<file path="config.mk">
export PLATFORM = sky130hd
export DESIGN_NAME = double_tokens_flat
export DESIGN_NICKNAME = d
export VERILOG_FILES = /design/src/rtl/double_tokens_if.sv /design/src/rtl/double_tokens.sv /design/src/flat_wrapper.sv
export SDC_FILE = /design/constraint.sdc
export NUM_CORES = 1
export LEC_CHECK = 0
export ABC_AREA = 1
export BUFFER_PORTS_ARGS = -buffer_cell sky130_fd_sc_hd__buf_4
export CORE_AREA = 4 4 41 43
export CTS_BUF_LIST = sky130_fd_sc_hd__clkbuf_2 sky130_fd_sc_hd__clkbuf_4 sky130_fd_sc_hd__clkbuf_8
export CTS_CLUSTER_DIAMETER = 100
export CTS_CLUSTER_SIZE = 10
export DETAILED_ROUTE_END_ITERATION = 6
export DIE_AREA = 0 0 45 47
export GPL_TIMING_DRIVEN = 0
export SETUP_SLACK_MARGIN = 0.4
export SLEW_MARGIN = 20
export SYNTH_ARGS = -nofsm -noshare
export SYNTH_HDL_FRONTEND = slang
export SYNTH_SLANG_ARGS = --single-unit
</file>
<file path="constraint.sdc">
create_clock -name clk -period 2.4 [get_ports clk]
set_input_delay 0 -clock clk [delete_from_list [all_inputs] [get_ports clk]]
set_output_delay 0 -clock clk [all_outputs]
set_load 0.005 [all_outputs]
</file>
<file path="src/rtl/double_tokens_if.sv">
// Token handshake bundle for double_tokens: one input token line plus the
// output token, backlog and loss-status signals.
interface double_tokens_if #(
    parameter int CNT_W = 4
) ();
    logic             a;
    logic             b;
    logic [CNT_W-1:0] pending;
    logic             busy;
    logic             drop;
    logic             overflow;

    modport master (
        output a,
        input  b,
        input  pending,
        input  busy,
        input  drop,
        input  overflow
    );

    modport slave (
        input  a,
        output b,
        output pending,
        output busy,
        output drop,
        output overflow
    );
endinterface

</file>
<file path="src/rtl/double_tokens.sv">
// Token multiplier: each high cycle on a yields FACTOR single-cycle tokens on b,
// buffered through a saturating backlog counter that flags any discarded tokens.
module double_tokens #(
    parameter int FACTOR = 2,
    parameter int CNT_W  = 4
) (
    input  logic          clk,
    input  logic          rst,
    double_tokens_if.slave tok_io
);
    // Three guard bits keep cnt + FACTOR from wrapping for every legal setting.
    localparam int              AW          = CNT_W + 3;
    localparam logic [AW-1:0]   FACTOR_W    = AW'(FACTOR);
    localparam logic [AW-1:0]   MAX_PENDING = AW'((1 << CNT_W) - 1);

    logic [CNT_W-1:0] cnt_q, cnt_d;
    logic             b_q, b_d;
    logic             drop_q, drop_d;
    logic             ovf_q, ovf_d;
    logic [AW-1:0]    avail;
    logic [AW-1:0]    rem;

    always_comb begin
        avail  = {3'b000, cnt_q} + (tok_io.a ? FACTOR_W : '0);
        b_d    = (avail != '0);
        rem    = avail - AW'(b_d);
        cnt_d  = rem[CNT_W-1:0];
        drop_d = 1'b0;
        ovf_d  = ovf_q;
        // Backlog beyond the counter range is lost; clamp and flag the loss.
        if (rem > MAX_PENDING) begin
            cnt_d  = MAX_PENDING[CNT_W-1:0];
            drop_d = 1'b1;
            ovf_d  = 1'b1;
        end
    end

    always_ff @(posedge clk or posedge rst) begin
        if (rst) begin
            cnt_q  <= '0;
            b_q    <= 1'b0;
            drop_q <= 1'b0;
            ovf_q  <= 1'b0;
        end else begin
            cnt_q  <= cnt_d;
            b_q    <= b_d;
            drop_q <= drop_d;
            ovf_q  <= ovf_d;
        end
    end

    assign tok_io.b        = b_q;
    assign tok_io.pending  = cnt_q;
    assign tok_io.busy     = b_q | (cnt_q != '0);
    assign tok_io.drop     = drop_q;
    assign tok_io.overflow = ovf_q;
endmodule

</file>
<file path="src/flat_wrapper.sv">
// flat-port wrapper written by rule: the top's interface ports become plain ports
module double_tokens_flat 
#(
    parameter int FACTOR = 2,
    parameter int CNT_W  = 4
)
  (clk, rst, tok_io_a, tok_io_b, tok_io_pending, tok_io_busy, tok_io_drop, tok_io_overflow);
  double_tokens_if #(.CNT_W(CNT_W)) tok_io_i ();
  input  logic clk;
  input  logic rst;
  input wire logic [$bits(tok_io_i.a)-1:0] tok_io_a;
  output wire logic [$bits(tok_io_i.b)-1:0] tok_io_b;
  output wire logic [$bits(tok_io_i.pending)-1:0] tok_io_pending;
  output wire logic [$bits(tok_io_i.busy)-1:0] tok_io_busy;
  output wire logic [$bits(tok_io_i.drop)-1:0] tok_io_drop;
  output wire logic [$bits(tok_io_i.overflow)-1:0] tok_io_overflow;
  assign tok_io_i.a = tok_io_a;
  assign tok_io_b = tok_io_i.b;
  assign tok_io_pending = tok_io_i.pending;
  assign tok_io_busy = tok_io_i.busy;
  assign tok_io_drop = tok_io_i.drop;
  assign tok_io_overflow = tok_io_i.overflow;
  double_tokens #(.FACTOR(FACTOR), .CNT_W(CNT_W)) u_core (.clk(clk), .rst(rst), .tok_io(tok_io_i));
endmodule
</file>
# --- After elaboration in Yosys (flattened, before gate mapping) ---
# Index checks and enable logic that the tools add are counted.
# W data, S select, Z words.
totals:
  wordCells: 13
  reg_bits: 7
  output_inout_bits: 8
  inputBits: 3
classes:
  n_mux: 3
  add_sub_neg: 2
  magnitude_cmp: 1
  reduce_logical: 2
  n_bitwise: 1
ops:
  columns: ["op", "n"]
  rows:
  - ["$add A4 B7 Y7", 1]
  - ["$gt A7 B4 Y1 const B", 1]
  - ["$reduce_bool A7 Y1", 1]
  - ["$sub A7 B1 Y7", 1]
  - ["$mux W4", 1]
  - ["$reduce_bool A4 Y1", 1]
  - ["$mux W2", 1]
  - ["$mux W1", 1]
  - ["$or A1 B1 Y1", 1]

# --- Longest topological paths before layout ---
logic_depth:
  ltp_word: 6
  depth_mapped: 13

# --- Least setup slack after synthesis ---
# OpenSTA, ideal clock, no wires.
synth_path:
  path_kind: "reg-to-reg"
  start: "register u_core.cnt_q[1], in the netlist u_core.tok_io.pending[1]"
  end: "register u_core.ovf_q, in the netlist u_core.tok_io.overflow"
  t_required_ns: 2.280
  stages_incl_launch_ff: 11
  path_buffers: 0
  synth_period_minus_slack_ns: 1.951
  arrival_ns: 1.831
  slack_ns: 0.449
  setup_ns: 0.120
  cell_sequence: "dfrtp_1 ha_1 ha_1 inv_1 nand4_1 ha_1 ha_1 nand3_2 nand3_2 nand2_2 nand2_1"
synth_between:
  elab_chain_cells: 4
synth_rtl:
  columns: ["item", "line_no", "source"]
  rows:
  - ["start, declared", "double_tokens.sv:16", "logic [CNT_W-1:0] cnt_q, cnt_d;"]
  - ["start signal, assigned", "double_tokens.sv:45", "cnt_q <= cnt_d;"]
  - ["$add A4 B7 Y7", "double_tokens.sv:24", "avail = {3'b000, cnt_q} + (tok_io.a ? FACTOR_W : '0);"]
  - ["$reduce_bool A7 Y1", "double_tokens.sv:25", "b_d = (avail != '0);"]
  - ["named net u_core.b_d", "double_tokens.sv:17", "logic b_q, b_d;"]
  - ["$sub A7 B1 Y7", "double_tokens.sv:26", "rem = avail - AW'(b_d);"]
  - ["$gt A7 B4 Y1", "double_tokens.sv:31", "if (rem > MAX_PENDING) begin"]
  - ["end signal, assigned", "double_tokens.sv:48", "ovf_q <= ovf_d;"]
  - ["end, declared", "double_tokens.sv:19", "logic ovf_q, ovf_d;"]
# The timed path passes the listed nets, and every way through them passes these cells.
# A chain may end at the register's enable or synchronous reset.

# --- Worst setup path in the final report ---
layout_path:
  start: "register u_core.cnt_q[1], in the netlist u_core.tok_io.pending[1]"
  end: "register u_core.cnt_q[1], in the netlist u_core.tok_io.pending[1]"
layout_between:
  elab_chain_cells: 5
layout_rtl:
  columns: ["item", "line_no"]
  rows:
  - ["$add A4 B7 Y7 *", "double_tokens.sv:24"]
  - ["$reduce_bool A7 Y1 *", "double_tokens.sv:25"]
  - ["named net u_core.b_d", "double_tokens.sv:17"]
  - ["$sub A7 B1 Y7 *", "double_tokens.sv:26"]
  - ["$gt A7 B4 Y1", "double_tokens.sv:31"]
  - ["$mux W4 *", "double_tokens.sv:31"]
  - ["named net u_core.cnt_d[1]", "double_tokens.sv:16"]
# The timed path passes the listed nets; every way through them passes the cells marked *.

==> reports/metrics.cfg <==
[outcome]
outcome=finished, final reports clean

[synthesis]
syn_nets=50
ys_seq_area_share_pct=44.6
ys_ff_latch=7
syn_area_um2=393
synth_cells=43
synth_area_per_cell_um2=9.14
ys_types=14
yosysWarnings=0

[global_routing]
grt_first_pass_wirelength_um=1440
grt_overflow=0
grt_pass1_vias=344
antenna_found_initial=0
grt_max_degree=8
track_usage_pct=10.5

[power_and_ir_drop]
total_leakage_power_nw=0.303
ir_drop_mv=0.654
p_total_mw=0.799
pwr_density_cell_nw_per_um2=1340

[finish]
antennaDiodeCount=0
post-route-util_pct=45.7
fillCellCount=137
multi_input_area_um2=229
fin_area_um2=594
seqCellArea_um2=175
syn_to_final_growth_pct=51.3
fin_nets=69
final_cells=76
drive_above_1_share_pct=47.5

[clocking]
clockBufferDepth=2
cts_tree=built
h-tree-depth=1
clock_latency_ns=0.25
cts_sinks=7
cts-root-buf=clkbuf_4
clk_pin_slew_worst_paths_ns=0.05
cts_buffers=3

[drt]
drt-pass1-iter-count=4
wl_um=789
detail-route-antenna-nets=0
drcViolationCount=0
wire_per_inst_um=10.4
via_per_inst=4.29
dr_total_vias=326
drt_iter0_markers=1

[timing]
holdWs_ns=0.158
relSlewSlack_pct=82.3
worst_slack_ns=0.533
fmax_ghz=0.536
worstMarginPinSlew_ns=0.265
drv_slew=0
finalCriticalPeriod_ns=1.87
rsz0062_at_grt=false
fin_worst_skew_ns=0.00426
hold_violations=0
finalSetupTns_ns=0
finalCritPeriodShare_pct=77.8
finalSetupViolations=0

[critical_path]
critPathArrivalTime_ns=2.01
endpoint_kind=register
cp_max_fo=6
path_class=register to register
start_kind=register
cp_data_required_time_ns=2.54

[place]
placed_area_um2=487
placedCellCount=68
place_ws_ns=0.263
portBuffers=10
hpwl_um=572
gp_congestion=0.799

[floorplan]
die_h_um=47
rows=13
start_util_pct=30.2
io_pins=11
coreArea_um2=1300
die_x_um=45
die_area_um2=2120

[flow_run]
cap_viol_max_count=0

[min_path]
hold_class=input port to register

==> timing repair <==
item | 4_1_cts | 5_1_grt
gates cloned | 0 | 0
pin swaps | 0 | 4
hold endpoints to repair | 7 | 0
hold buffers | 1 | 0
endpoints found under the setup margin | 6 | 6
setup buffers | 0 | 3
resized for setup | 5 | 3
==> flip-flops by register name, summed over array words and instances, names as in the netlist <==
signal / flops
u_core.tok_io.pending: 4
u_core.tok_io.b: 1
u_core.tok_io.drop: 1
u_core.tok_io.overflow: 1
==> final cells by class <==
type                            count  share of cell area [%]
Clock buffer                        4                    5.05
Inverter                            9                    5.68
Multi-Input combinational cell     27                    38.5
Sequential cell                     7                    29.5
Tap cell                           15                    3.16
Timing Repair Buffer               14                    18.1
==> cells in the mapped netlist (all sizes together) <==
cell	n	area share [%]
nand4	2	3.2
nand3	3	6.4
ha	4	13
nor2	3	3.5
inv	9	8.6
nor3	1	1.3
dfrtp	7	45
xor2	1	2.2
nand2	12	15
xnor2	1	2.2
==> kinds of logic after synthesis <==
logic type | count (synthesis) | synth area share (%)
XOR/XNOR | 2 | 4.46
flip-flops | 7 | 44.6
buffers and inverters | 9 | 8.60
adder cells (fa/ha/maj) | 4 | 12.7
AND/OR/NAND/NOR | 21 | 29.6
==> final timing paths <==
path                                          start                       end  slack (ns)  cells past startpoint
max                        u_core.tok_io.pending[1]  u_core.tok_io.pending[1]        0.53                     12
min                                        tok_io_a           u_core.tok_io.b        0.16                      4
max reg2reg                u_core.tok_io.pending[1]  u_core.tok_io.pending[1]        0.53                     12
min reg2reg                  u_core.tok_io.overflow    u_core.tok_io.overflow        0.47                      2
max in group asynchronous                       rst  u_core.tok_io.pending[1]        1.95                      3
min in group asynchronous                       rst        u_core.tok_io.drop        0.23                      3
==> report_power, final <==
group,switching [mW],leakage [nW],internal (mW)
registers,0.0422,0.0751,0.165
clock network,0.0442,0.0184,0.0748
logic,0.224,0.210,0.248
total,0.311,0.303,0.488
==> critical path, cell delays in order, from the launching register on <==
cell     delay, ns
dfrtp_1       0.40
ha_4          0.18
ha_4          0.15
inv_1         0.05
nand2_2       0.06
nand2_4       0.07
nand4_1       0.12
ha_2          0.24
ha_4          0.17
nand3_2       0.07
nand3_2       0.08
nand2_4       0.11
nand2_1       0.05
==> metal layers <==
| metal | part of all wire (%) | wire length (µm) | track usage, % | up-vias |
|---|---|---|---|---|
| li1 | - | - | - | 168 |
| met1 | 46 | 363 | 10.0 | 144 |
| met2 | 43 | 343 | 16.1 | 12 |
| met3 | 8.4 | 66 | 6.51 | 2 |
| met4 | 1.9 | 15 | 8.77 | 0 |
| met5 | 0 | 0 | 0 | - |
==> cells in the final DEF (no fill, tap or decap) <==
cell type and n:
nor2_2 1, inv_2 1, nand4_1 2, inv_1 8
nor2_1 2, nor3_1 1, xnor2_1 1, ha_2 1
ha_4 3, nand2_2 2, xor2_1 1, buf_4 13
clkbuf_4 4, nand3_2 2, nand2_1 8, nand3_1 1
dlygate4sd3_1 1, dfrtp_1 7, nand2_4 2
No activity file was read; power rests on OpenSTA's default activity.
